**src/rtl/control_pkg_team1.sv**
```systemverilog
// Shared constants for the hardwired control unit: bus codes, opcode indices,
// register-reference / I/O bit positions and the run-mode encoding.
package control_pkg_team1;

    localparam int DATA_W = 16;
    localparam int ADDR_W = 12;

    localparam logic [2:0] SEL_NONE = 3'd0;
    localparam logic [2:0] SEL_AR   = 3'd1;
    localparam logic [2:0] SEL_PC   = 3'd2;
    localparam logic [2:0] SEL_DR   = 3'd3;
    localparam logic [2:0] SEL_AC   = 3'd4;
    localparam logic [2:0] SEL_IR   = 3'd5;
    localparam logic [2:0] SEL_TR   = 3'd6;
    localparam logic [2:0] SEL_MEM  = 3'd7;

    localparam logic [2:0] D0 = 3'd0;  // AND
    localparam logic [2:0] D1 = 3'd1;  // ADD
    localparam logic [2:0] D2 = 3'd2;  // LDA
    localparam logic [2:0] D3 = 3'd3;  // STA
    localparam logic [2:0] D4 = 3'd4;  // BUN
    localparam logic [2:0] D5 = 3'd5;  // BSA
    localparam logic [2:0] D6 = 3'd6;  // ISZ
    localparam logic [2:0] D7 = 3'd7;  // register-reference / I/O

    localparam int RR_CLA = 11;
    localparam int RR_CLE = 10;
    localparam int RR_CMA = 9;
    localparam int RR_CME = 8;
    localparam int RR_CIR = 7;
    localparam int RR_CIL = 6;
    localparam int RR_INC = 5;
    localparam int RR_SPA = 4;
    localparam int RR_SNA = 3;
    localparam int RR_SZA = 2;
    localparam int RR_SZE = 1;
    localparam int RR_HLT = 0;

    localparam int IO_INP = 11;
    localparam int IO_OUT = 10;
    localparam int IO_SKI = 9;

    typedef enum logic [1:0] {
        MODE_IDLE = 2'd0,
        MODE_RUN  = 2'd1,
        MODE_HALT = 2'd2
    } mode_t;

    // Keeps only the lowest set bit, so multi-bit register-reference words
    // resolve LSB-first.
    function automatic logic [ADDR_W-1:0] lsb_first(input logic [ADDR_W-1:0] v);
        return v & (~v + ADDR_W'(1));
    endfunction

endpackage

```
**src/rtl/control_decode_team1.sv**
```systemverilog
// Opcode decoder: one-hot D0..D7 plus register-reference / I/O classification
// with a single selected operation per instruction word.
module control_decode_team1
    import control_pkg_team1::*;
(
    input  logic [2:0]        opcode,
    input  logic [ADDR_W-1:0] ir_low,
    input  logic              i_bit,
    output logic [7:0]        d,
    output logic              reg_ref,
    output logic              io,
    output logic [ADDR_W-1:0] rr,
    output logic              io_inp,
    output logic              io_out,
    output logic              io_ski
);

    always_comb begin
        d       = 8'b1 << opcode;
        reg_ref = d[D7] & ~i_bit;
        io      = d[D7] & i_bit;
        rr      = reg_ref ? lsb_first(ir_low) : '0;
        // Only the three defined I/O bits are considered, lowest first.
        io_ski  = io & ir_low[IO_SKI];
        io_out  = io & ir_low[IO_OUT] & ~ir_low[IO_SKI];
        io_inp  = io & ir_low[IO_INP] & ~ir_low[IO_OUT] & ~ir_low[IO_SKI];
    end

endmodule

```
**src/rtl/control_unit_team1.sv**
```systemverilog
// Hardwired control unit for the 16-bit accumulator machine: sequences fetch,
// decode, indirect and execute T-states and drives all datapath strobes.
module control_unit_team1
    import control_pkg_team1::*;
(
    input  logic              clk,
    input  logic              CLR_GLOBAL,
    input  logic              START,
    input  logic [DATA_W-1:0] out_IR,
    input  logic [DATA_W-1:0] out_AC,
    input  logic              out_E,
    input  logic              Zero_DR,
    input  logic              FGI,
    output logic [2:0]        S,
    output logic              LD_PC,
    output logic              LD_AR,
    output logic              LD_AC,
    output logic              LD_DR,
    output logic              LD_IR,
    output logic              LD_OUTR,
    output logic              LD_TR,
    output logic              INR_PC,
    output logic              INR_AR,
    output logic              INR_AC,
    output logic              INR_DR,
    output logic              INR_TR,
    output logic              RST_PC,
    output logic              RST_AR,
    output logic              RST_AC,
    output logic              RST_DR,
    output logic              RST_TR,
    output logic              AND,
    output logic              ADD,
    output logic              LDA,
    output logic              COM,
    output logic              SHL,
    output logic              SHR,
    output logic              INPR_C,
    output logic              CLE,
    output logic              CME,
    output logic              Read,
    output logic              Write,
    output logic [3:0]        SC,
    output logic              RUNNING,
    output logic              HALTED
);

    mode_t             mode, mode_next;
    logic [3:0]        sc_next;
    logic              i_bit, i_next;
    logic [7:0]        d;
    logic              reg_ref, io;
    logic [ADDR_W-1:0] rr;
    logic              io_inp, io_out, io_ski;
    logic              ac_zero;

    control_decode_team1 u_decode (
        .opcode  (out_IR[14:12]),
        .ir_low  (out_IR[ADDR_W-1:0]),
        .i_bit   (i_bit),
        .d       (d),
        .reg_ref (reg_ref),
        .io      (io),
        .rr      (rr),
        .io_inp  (io_inp),
        .io_out  (io_out),
        .io_ski  (io_ski)
    );

    assign ac_zero = (out_AC == '0);
    assign RUNNING = (mode == MODE_RUN);
    assign HALTED  = (mode == MODE_HALT);

    always_ff @(posedge clk or posedge CLR_GLOBAL) begin
        if (CLR_GLOBAL) begin
            mode  <= MODE_IDLE;
            SC    <= 4'd0;
            i_bit <= 1'b0;
        end else begin
            mode  <= mode_next;
            SC    <= sc_next;
            i_bit <= i_next;
        end
    end

    always_comb begin
        mode_next = mode;
        sc_next   = 4'd0;
        i_next    = i_bit;
        case (mode)
            MODE_IDLE: if (START) mode_next = MODE_RUN;
            MODE_RUN: begin
                sc_next = SC + 4'd1;
                case (SC)
                    4'd2: i_next = out_IR[DATA_W-1];
                    4'd3: begin
                        if (d[D7]) begin
                            sc_next = 4'd0;
                            if (rr[RR_HLT]) mode_next = MODE_HALT;
                        end
                    end
                    4'd4: if (d[D3] | d[D4]) sc_next = 4'd0;
                    4'd5: if (d[D0] | d[D1] | d[D2] | d[D5]) sc_next = 4'd0;
                    4'd6: sc_next = 4'd0;
                    default: if (SC > 4'd6) sc_next = 4'd0;  // recovery
                endcase
            end
            MODE_HALT: mode_next = MODE_HALT;
            default:   mode_next = MODE_IDLE;
        endcase
    end

    always_comb begin
        S       = SEL_NONE;
        LD_PC   = 1'b0;
        LD_AR   = 1'b0;
        LD_AC   = 1'b0;
        LD_DR   = 1'b0;
        LD_IR   = 1'b0;
        LD_OUTR = 1'b0;
        LD_TR   = 1'b0;
        INR_PC  = 1'b0;
        INR_AR  = 1'b0;
        INR_AC  = 1'b0;
        INR_DR  = 1'b0;
        INR_TR  = 1'b0;
        RST_PC  = 1'b0;
        RST_AR  = 1'b0;
        RST_AC  = 1'b0;
        RST_DR  = 1'b0;
        RST_TR  = 1'b0;
        AND     = 1'b0;
        ADD     = 1'b0;
        LDA     = 1'b0;
        COM     = 1'b0;
        SHL     = 1'b0;
        SHR     = 1'b0;
        INPR_C  = 1'b0;
        CLE     = 1'b0;
        CME     = 1'b0;
        Read    = 1'b0;
        Write   = 1'b0;
        if (mode == MODE_RUN) begin
            case (SC)
                4'd0: begin
                    S     = SEL_PC;
                    LD_AR = 1'b1;
                end
                4'd1: begin
                    S      = SEL_MEM;
                    Read   = 1'b1;
                    LD_IR  = 1'b1;
                    INR_PC = 1'b1;
                end
                4'd2: begin
                    S     = SEL_IR;
                    LD_AR = 1'b1;
                end
                4'd3: begin
                    if (reg_ref) begin
                        RST_AC = rr[RR_CLA];
                        CLE    = rr[RR_CLE];
                        COM    = rr[RR_CMA];
                        CME    = rr[RR_CME];
                        SHR    = rr[RR_CIR];
                        SHL    = rr[RR_CIL];
                        INR_AC = rr[RR_INC];
                        LD_AC  = rr[RR_CMA] | rr[RR_CIR] | rr[RR_CIL];
                        INR_PC = (rr[RR_SPA] & ~out_AC[DATA_W-1]) |
                                 (rr[RR_SNA] &  out_AC[DATA_W-1]) |
                                 (rr[RR_SZA] &  ac_zero) |
                                 (rr[RR_SZE] & ~out_E);
                    end else if (io) begin
                        INPR_C  = io_inp;
                        LD_AC   = io_inp;
                        LD_OUTR = io_out;
                        INR_PC  = io_ski & FGI;
                        if (io_out) S = SEL_AC;
                    end else if (i_bit) begin
                        S     = SEL_MEM;
                        Read  = 1'b1;
                        LD_AR = 1'b1;
                    end
                end
                4'd4: begin
                    if (d[D0] | d[D1] | d[D2] | d[D6]) begin
                        S     = SEL_MEM;
                        Read  = 1'b1;
                        LD_DR = 1'b1;
                    end else if (d[D3]) begin
                        S     = SEL_AC;
                        Write = 1'b1;
                    end else if (d[D4]) begin
                        S     = SEL_AR;
                        LD_PC = 1'b1;
                    end else if (d[D5]) begin
                        S      = SEL_PC;
                        Write  = 1'b1;
                        INR_AR = 1'b1;
                    end
                end
                4'd5: begin
                    AND    = d[D0];
                    ADD    = d[D1];
                    LDA    = d[D2];
                    LD_AC  = d[D0] | d[D1] | d[D2];
                    INR_DR = d[D6];
                    if (d[D5]) begin
                        S     = SEL_AR;
                        LD_PC = 1'b1;
                    end
                end
                4'd6: begin
                    if (d[D6]) begin
                        S      = SEL_DR;
                        Write  = 1'b1;
                        INR_PC = Zero_DR;
                    end
                end
                default: ;
            endcase
        end
    end

endmodule

```
**config.mk**
```make
export PLATFORM = sky130hd
export DESIGN_NAME = control_unit_team1
export DESIGN_NICKNAME = d
export VERILOG_FILES = /design/src/rtl/control_pkg_team1.sv /design/src/rtl/control_decode_team1.sv /design/src/rtl/control_unit_team1.sv
export SDC_FILE = /design/constraint.sdc
export NUM_CORES = 1
export LEC_CHECK = 0
export CORE_ASPECT_RATIO = 1.25
export CORE_MARGIN = 2
export CORE_UTILIZATION = 40
export CTS_CLUSTER_DIAMETER = 120
export DETAILED_ROUTE_END_ITERATION = 10
export PLACE_DENSITY = 0.87
export SYNTH_ARGS = -nofsm -noshare
export SYNTH_HDL_FRONTEND = slang
export SYNTH_SLANG_ARGS = --single-unit
export TNS_END_PERCENT = 5
```
**constraint.sdc**
```tcl
create_clock -name clk -period 4 [get_ports clk]
set_input_delay 0.4 -clock clk [delete_from_list [all_inputs] [get_ports clk]]
set_output_delay 0.4 -clock clk [all_outputs]
set_load 0.02 [all_outputs]
```
# --- Yosys cells after proc, flatten, opt, wreduce, memory -nomap -nowiden ---
# Cells that the tools add are included.
classes:
  addsub: 2
  mul: 0
  div_mod_pow: 0
  magnitude_cmp: 1
  eq_ne: 12
  shift: 1
  mux: 97
  bitwise_logic: 30
  n_reduce_logical: 6
ops:
  columns: ["operator", "n"]
  rows:
  - ["$mux W1", 68]
  - ["$mux W3", 7]
  - ["$pmux W3 S7", 1]
  - ["$mux W4", 5]
  - ["$pmux W4 S5", 1]
  - ["$logic_not A16 Y1", 1]
  - ["$mux W2", 7]
  - ["$and A1 B1 Y1", 13]
  - ["$add A12 B1 Y12 const B", 1]
  - ["$and A12 B12 Y12", 1]
  - ["$eq A4 B3 Y1 const B", 3]
  - ["$mux W12", 1]
  - ["$not A12 Y12", 1]
  - ["$or A1 B1 Y1", 10]
  - ["$eq A4 B2 Y1 const B", 2]
  - ["$pmux W1 S2", 4]
  - ["$shl A1 B3 Y8 const A", 1]
  - ["$ne A2 B1 Y1 const B", 3]
  - ["$pmux W1 S3", 2]
  - ["$pmux W2 S3", 1]
  - ["$not A1 Y1", 5]
  - ["$add A4 B1 Y4 const B", 1]
  - ["$eq A4 B1 Y1 const B", 1]
  - ["$gt A4 B3 Y1 const B", 1]
  - ["other kinds (8)", 8]
word_totals:
  register_bits: 7
  latchBits: 0
  mem_bits_rw: 0
  mem_bits_ro: 0
  input_bits: 38
  wordCells: 152
  mem_count: 0

# --- Depth between registers and ports, before layout ---
# Gate-level depths: netlist (run 1).
logic_depth:
  word_depth: 11
  depth_mapped: 7
  mapped_depth_nobuf: 6

# --- Cells and area by module ---
# Synthesis (run 1) repeated with hierarchy kept, for this count alone.
unflattened:
  cells_unflattened: 181
  hier_area_um2: 1360.1
by_module_without_submodules:
  columns: ["module", "n_inst", "cells_each", "area_each_um2", "seq_area_each_um2"]
  rows:
  - ["control_unit_team1", 1, 135, 1038.5, 175.2]
  - ["control_decode_team1", 1, 46, 321.6, 0.0]

# --- Least setup slack after synthesis (run 1) ---
# No wires, ideal clock.
synth_timing:
  path_kind: "flip-flop to output port"
  from: "reg mode[1]"
  to: "out RST_AC"
  arrival_time_ps: 2025
  t_required_ps: 3600
  slack_ps: 1575
  stages_incl_launch_ff: 8
  n_path_buf: 1
  cell_sequence: "dfrtp_1 > inv_1 > ha_1 > buf_6 > or4b_4 > nor3_4 > nand4b_2 > nor2_1"
synth_between:
  elab_chain_cells: 2
synth_rtl:
  columns: ["element", "line_no", "text"]
  rows:
  - ["start: declaration", "control_unit_team1.sv:48", "mode_t mode, mode_next;"]
  - ["start signal: assignment", "control_unit_team1.sv:80", "mode <= mode_next;"]
  - ["$eq A2 B1 Y1", null, null]
  - ["via RUNNING", "control_unit_team1.sv:44", "output logic RUNNING,"]
  - ["$mux W1", "control_unit_team1.sv:143", "if (mode == MODE_RUN) begin"]
  - ["end: declaration", "control_unit_team1.sv:29", "output logic RST_AC,"]
# The timed path passes the listed nets, and every way through them passes these cells.

# --- Final worst setup path (run 1) ---
layout_timing:
  from: "in out_IR[12]"
  to: "out COM"
layout_between:
  elab_chain_cells: 6
layout_rtl:
  columns: ["element", "line_no", "text"]
  rows:
  - ["start: declaration", "control_unit_team1.sv:9", "input logic [DATA_W-1:0] out_IR,"]
  - ["$shl A1 B3 Y8 *", "control_decode_team1.sv:19", "d = 8'b1 << opcode;"]
  - ["$and A1 B1 Y1 *", "control_decode_team1.sv:20", "reg_ref = d[D7] & ~i_bit;"]
  - ["$mux W12", "control_decode_team1.sv:22", "rr = reg_ref ? lsb_first(ir_low) : '0;"]
  - ["$mux W1 *", "control_unit_team1.sv:160", "if (reg_ref) begin"]
  - ["$mux W1 *", "control_unit_team1.sv:144", "case (SC)"]
  - ["$mux W1 *", "control_unit_team1.sv:143", null]
  - ["end: declaration", "control_unit_team1.sv:35", "output logic COM,"]
# Every way passes the cells marked *; elsewhere a longest branch is shown, timed or not.

==> impl_metrics.env, run 1 <==
export IMPL_yosysTopAreaCellShare_pct=14.9
export IMPL_fin_skew_ns=0.000335
export IMPL_grt_start_max_net_pins=18
export IMPL_clk_transition_reported_paths_ns=0.05
export IMPL_holdWs_ns=0.376
export IMPL_drcViolationCount=0
export IMPL_grt_pass1_vias=1262
export IMPL_crit_path_end_kind="output pin"
export IMPL_r2r_end="SC[0]"
export IMPL_worstPathArrival_ns=2.65
export IMPL_nets=264
export IMPL_ir_worst_vdd_mv=0.279
export IMPL_io_buffers=68
export IMPL_cts_made_buffers=3
export IMPL_postSynthCellCount=154
export IMPL_p_leak_nw=0.738
export IMPL_p_per_area_nw_per_um2=281
export IMPL_pre_cts_slack_ns=0.970
export IMPL_cts_setup_buffers=0
export IMPL_dieArea_um2=3400
export IMPL_root_buffer="clkbuf_4"
export IMPL_crit_fanout=16
export IMPL_drtIter0Drc=47
export IMPL_area_growth_pct=58.5
export IMPL_cts_hold_buffers_added=0
export IMPL_drt_wl_total_um=3500
export IMPL_rsz0062_at_grt="no"
export IMPL_drtAntennaViolNets=0
export IMPL_fin_crit_ns=3.05
export IMPL_synth_area_per_cell_um2=7.65
export IMPL_ys_seq_area_share_pct=14.9
export IMPL_overflow=0
export IMPL_max_slew_margin_pct=57.0
export IMPL_setup_viol=0
export IMPL_finalHoldViolations=0
export IMPL_r2r_start="SC[0]"
export IMPL_dr_pass1_iters=4
export IMPL_die_w_um=52.6
export IMPL_syn_area_um2=1180
export IMPL_setup_tns_final_ns=0
export IMPL_cts_sinks=7
export IMPL_cts_max_level=1
export IMPL_final_max_slew_viol_count=0
export IMPL_crit_path_start="out_IR[12]"
export IMPL_antenna_found_initial=0
export IMPL_instances_no_fill=254
export IMPL_routed_via_count=1358
export IMPL_diodes=0
export IMPL_place_gp_congestion=0.856
export IMPL_grt_util_all_layers_pct=20.7
export IMPL_max_freq_ghz=0.328
export IMPL_clk_latency_ns=0.25
export IMPL_min_period_over_period_pct=76.2
export IMPL_synth_edf_count=0
export IMPL_finalWorstSetupSlack_ns=0.952
export IMPL_die_h_um=64.7
export IMPL_startpoint_type="input pin"
export IMPL_cts_max_path_buffers=2
export IMPL_hold_path_class="in -> async"
export IMPL_maxCapViolations=0
export IMPL_ys_warn_count=0
export IMPL_drive_gt1_share_pct=10.6
export IMPL_dp_cells=250
export IMPL_routedWlPerCell_um=13.8
export IMPL_initial_core_util_pct=41.2
export IMPL_synth_flop_cell="dfrtp_1"
export IMPL_hpwl_um=2800
export IMPL_r2r_cells=6
export IMPL_ctsResizeCount=0
export IMPL_final_util_pct=65.3
export IMPL_status="finished, final reports clean"
export IMPL_core_area_um2=2860
export IMPL_synthArstFlopShare_pct=100
export IMPL_synth_cell_type_count=60
export IMPL_grt_pass1_wl_um=5580
export IMPL_ff2ff_setup_slack_ns=2.10
export IMPL_cts_tree="yes"
export IMPL_required_ns=3.60
export IMPL_io_pins=75
export IMPL_crit_type="in -> out"
export IMPL_final_cell_mix="68 x clkdlybuf4s50_1, 19 x nor2_1, 10 x inv_1"
export IMPL_ys_seq_elements=7
export IMPL_ys_top_cells_by_area="dfrtp_1 15%, ha_1 7.4%, nor2_1 6.1%"
export IMPL_yosysTopAreaCell="dfrtp_1"
export IMPL_worstMarginPinSlew_ns=0.636
export IMPL_final_common_cell="clkdlybuf4s50_1"
export IMPL_row_count=22
export IMPL_vias_per_cell=5.35
==> through the flow <==
stage          cell area (um^2)  power, mW
2_1_floorplan              1200      0.341
6_report                   1870      0.524
5_1_grt                    1870      0.566
3_5_place_dp               1840      0.462
4_1_cts                    1870      0.530
3_3_place_gp               1840      0.454
==> critical path: stages <==
cell,delay (ns)
clkdlybuf4s50_1,0.77
nand3_2,0.21
nor3_4,0.34
nand4b_2,0.19
nor2_1,0.13
clkdlybuf4s50_1,0.61
==> logic make-up (layout without fill, tap and decap cells) <==
| family | count (synthesis) | after routing | share of synthesized area [%] |
|---|---|---|---|
| simple gates | 80 | 80 | 44.3 |
| mux | 3 | 3 | 3.18 |
| buf+inv | 24 | 83 | 10.7 |
| other cells | 1 | 6 | 0.318 |
| flops | 7 | 7 | 14.9 |
| fa+ha+maj | 7 | 7 | 7.43 |
| xor+xnor | 1 | 1 | 0.743 |
| compound gates | 31 | 31 | 18.5 |
==> power by group <==
part | internal [mW] | leakage [nW] | switching (mW)
sequential | 0.0915 | 0.0915 | 0.0191
combinational | 0.172 | 0.631 | 0.179
clock | 0.0380 | 0.0150 | 0.0250
==> state kept, by name, indices dropped and copies added, names as in the netlist <==
signal	cells
mode	2
SC	4
i_bit	1
==> cell usage after synthesis, drive strengths merged, types with 2 or more instances <==
cell type and instances:
nand3 5, a21oi 7, nor4 7, nand2 8, ha 7, and4bb 2
o21a 2, and4b 3, o41ai 2, nor2b 4, nand2b 3, dfrtp 7
buf 13, or3b 4, nand4b 2, nor2 19, and2 3, inv 10
a31oi 3, nor3b 2, nand4 2, o21ai 7, mux2 3, nor3 5
nand3b 2, and3 2
==> worst max-delay path by stage <==
stage	endpoint	slack [ns]	depth (start not counted)
final	COM	0.95	6
after global routing	CLE	0.80	6
after CTS	COM	0.95	6
after detailed placement	COM	0.97	6
after global placement	RST_AC	1.01	6
after floorplan	RST_AC	1.58	7
==> routing by layer <==
metal	part of all wire (%)	global-route usage, %
met1	43	26.9
met2	50	35.0
met3	5.7	1.61
met4	1.1	7.69
met5	0	0
==> layout make-up <==
type,instances,area [um^2]
Sequential cell,7,175
Timing Repair Buffer,69,688
Multi-Input combinational cell,128,896
Inverter,10,37.5
Clock buffer,4,26.3
Tap cell,36,45.0
Fill cell,257,995
No activity file was read; power rests on OpenSTA's default activity.
==> inputs of run 2 (changes only) <==
Settings changed: CORE_UTILIZATION 40 to 37, PLACE_DENSITY 0.87 to 0.81.
Clock period 4 ns to 3.15 ns, I/O delays scaled along.
==> impl_metrics.env, run 2 (synthesized netlist as in run 1, its figures left out) <==
export IMPL_clk_transition_reported_paths_ns=0.05
export IMPL_drcViolationCount=0
export IMPL_cts_max_path_buffers=2
export IMPL_grt_pass1_wl_um=5490
export IMPL_p_per_area_nw_per_um2=352
export IMPL_core_area_um2=3000
export IMPL_cts_setup_buffers=0
export IMPL_routed_via_count=1370
export IMPL_rsz0062_at_grt="no"
export IMPL_root_buffer="clkbuf_4"
export IMPL_grt_pass1_vias=1304
export IMPL_routedWlPerCell_um=13.0
export IMPL_die_h_um=67.1
export IMPL_status="finished, final reports clean"
export IMPL_io_buffers=68
export IMPL_critPathSlowestCell="clkdlybuf4s50_1"
export IMPL_row_count=22
export IMPL_cts_sinks=7
export IMPL_cts_made_buffers=3
export IMPL_die_w_um=54.5
export IMPL_crit_type="reg -> out"
export IMPL_dr_pass1_iters=4
export IMPL_antenna_found_initial=0
export IMPL_setup_viol=0
export IMPL_dp_cells=253
export IMPL_max_stage_delay_ns=0.63
export IMPL_cts_tree="yes"
export IMPL_drtIter0Drc=46
export IMPL_fin_crit_ns=2.86
export IMPL_cts_hold_buffers_added=0
export IMPL_final_max_slew_viol_count=0
export IMPL_hold_path_class="in -> async"
export IMPL_clk_latency_ns=0.25
export IMPL_drt_wl_total_um=3340
export IMPL_fin_skew_ns=0.00150
export IMPL_ir_worst_vdd_mv=0.320
export IMPL_dieArea_um2=3660
export IMPL_io_pins=75
export IMPL_path_cells="inv_1 > ha_1 > nand3b_1 > or3_1 > nor3b_1 > clkdlybuf4s50_1"
export IMPL_ctsResizeCount=0
export IMPL_required_ns=2.83
export IMPL_initial_core_util_pct=39.3
export IMPL_crit_fanout=9
export IMPL_place_gp_congestion=0.785
export IMPL_grt_busiest_layer="met2"
export IMPL_grt_start_max_net_pins=14
export IMPL_diodes=0
export IMPL_vias_per_cell=5.33
export IMPL_final_util_pct=63.0
export IMPL_gr_usage_met2_pct=34.9
export IMPL_startpoint_type="flop"
export IMPL_p_leak_nw=0.753
export IMPL_worstMarginPinSlew_ns=0.618
export IMPL_min_period_over_period_pct=90.8
export IMPL_max_freq_ghz=0.350
export IMPL_finalHoldViolations=0
export IMPL_cts_max_level=1
export IMPL_largest_reg_flops=4
export IMPL_top_regs="SC (4), mode (2), i_bit (1)"
export IMPL_grt_util_all_layers_pct=19.8
export IMPL_overflow=0
export IMPL_drive_gt1_share_pct=11.8
export IMPL_area_growth_pct=60.4
export IMPL_instances_no_fill=257
export IMPL_final_cell_mix="68 x clkdlybuf4s50_1, 19 x nor2_1, 10 x inv_1"
export IMPL_hpwl_um=2780
export IMPL_setup_tns_final_ns=0
export IMPL_gr_usage_met3_pct=2.02
export IMPL_grt_use_met1_pct=23.2
export IMPL_max_slew_margin_pct=58.3
export IMPL_nets=267
export IMPL_maxCapViolations=0
export IMPL_drtAntennaViolNets=0
export IMPL_top_register="SC"
export IMPL_path_buf_inv=2
export IMPL_worstPathArrival_ns=2.55
export IMPL_critPathTopFamily="simple AND/OR/NAND/NOR gates"
export IMPL_final_common_cell="clkdlybuf4s50_1"
export IMPL_crit_path_end_kind="output pin"
==> run 2: changes by cell type in the layout (fill, tap and decap cells not counted) <==
cell / before / now
buf_4: 1 / 4
==> run 2: layer usage <==
layer | vias to the layer above | routed length (um)
met5 | - | 0
met1 | 621 | 1390
li1 | 691 | -
met4 | 0 | 72
met2 | 50 | 1710
met3 | 8 | 169
==> run 2: through the flow <==
stage          cell area, um^2  hold slack (ns)  setup slack (ns)  total power [mW]
2_1_floorplan             1200            0.118             0.810             0.433
3_3_place_gp              1860            0.506             0.415             0.581
3_5_place_dp              1860            0.512             0.374             0.587
4_1_cts                   1890            0.278             0.279             0.672
5_1_grt                   1890            0.302             0.149             0.727
6_report                  1890            0.280             0.289             0.666
==> run 2: area by class of cell <==
type	count	area [um^2]
clock buffer	4	26.3
timing repair buffer	72	711
fill	276	1110
multi-input combinational	128	896
sequential	7	175
inverter	10	37.5
tap	36	45.0
==> run 2: path summary, 6_finish.rpt <==
kind,depth (start not counted),endpoint,from,slack [ns]
max,6,ADD,SC[1],0.29
min,2,SC[3],CLR_GLOBAL,0.28
max reg2reg,6,SC[0],SC[1],1.29
min reg2reg,1,i_bit,i_bit,0.52
max in group asynchronous,2,SC[1],CLR_GLOBAL,2.67
min in group clk,1,i_bit,i_bit,0.52
==> run 2: power by group <==
group          switching [mW]  total (mW)  internal [mW]
registers              0.0243       0.141          0.116
clock network          0.0336      0.0820         0.0484
logic                   0.225       0.444          0.219
==> run 2: worst register-to-register path: cells and delay by family, from the launching register on <==
| kind | cells | cell delay [ns] |
|---|---|---|
| simple gates | 2 | 0.60 |
| flops | 1 | 0.42 |
| compound gates | 2 | 0.33 |
| fa+ha+maj | 1 | 0.30 |
| buf+inv | 1 | 0.09 |
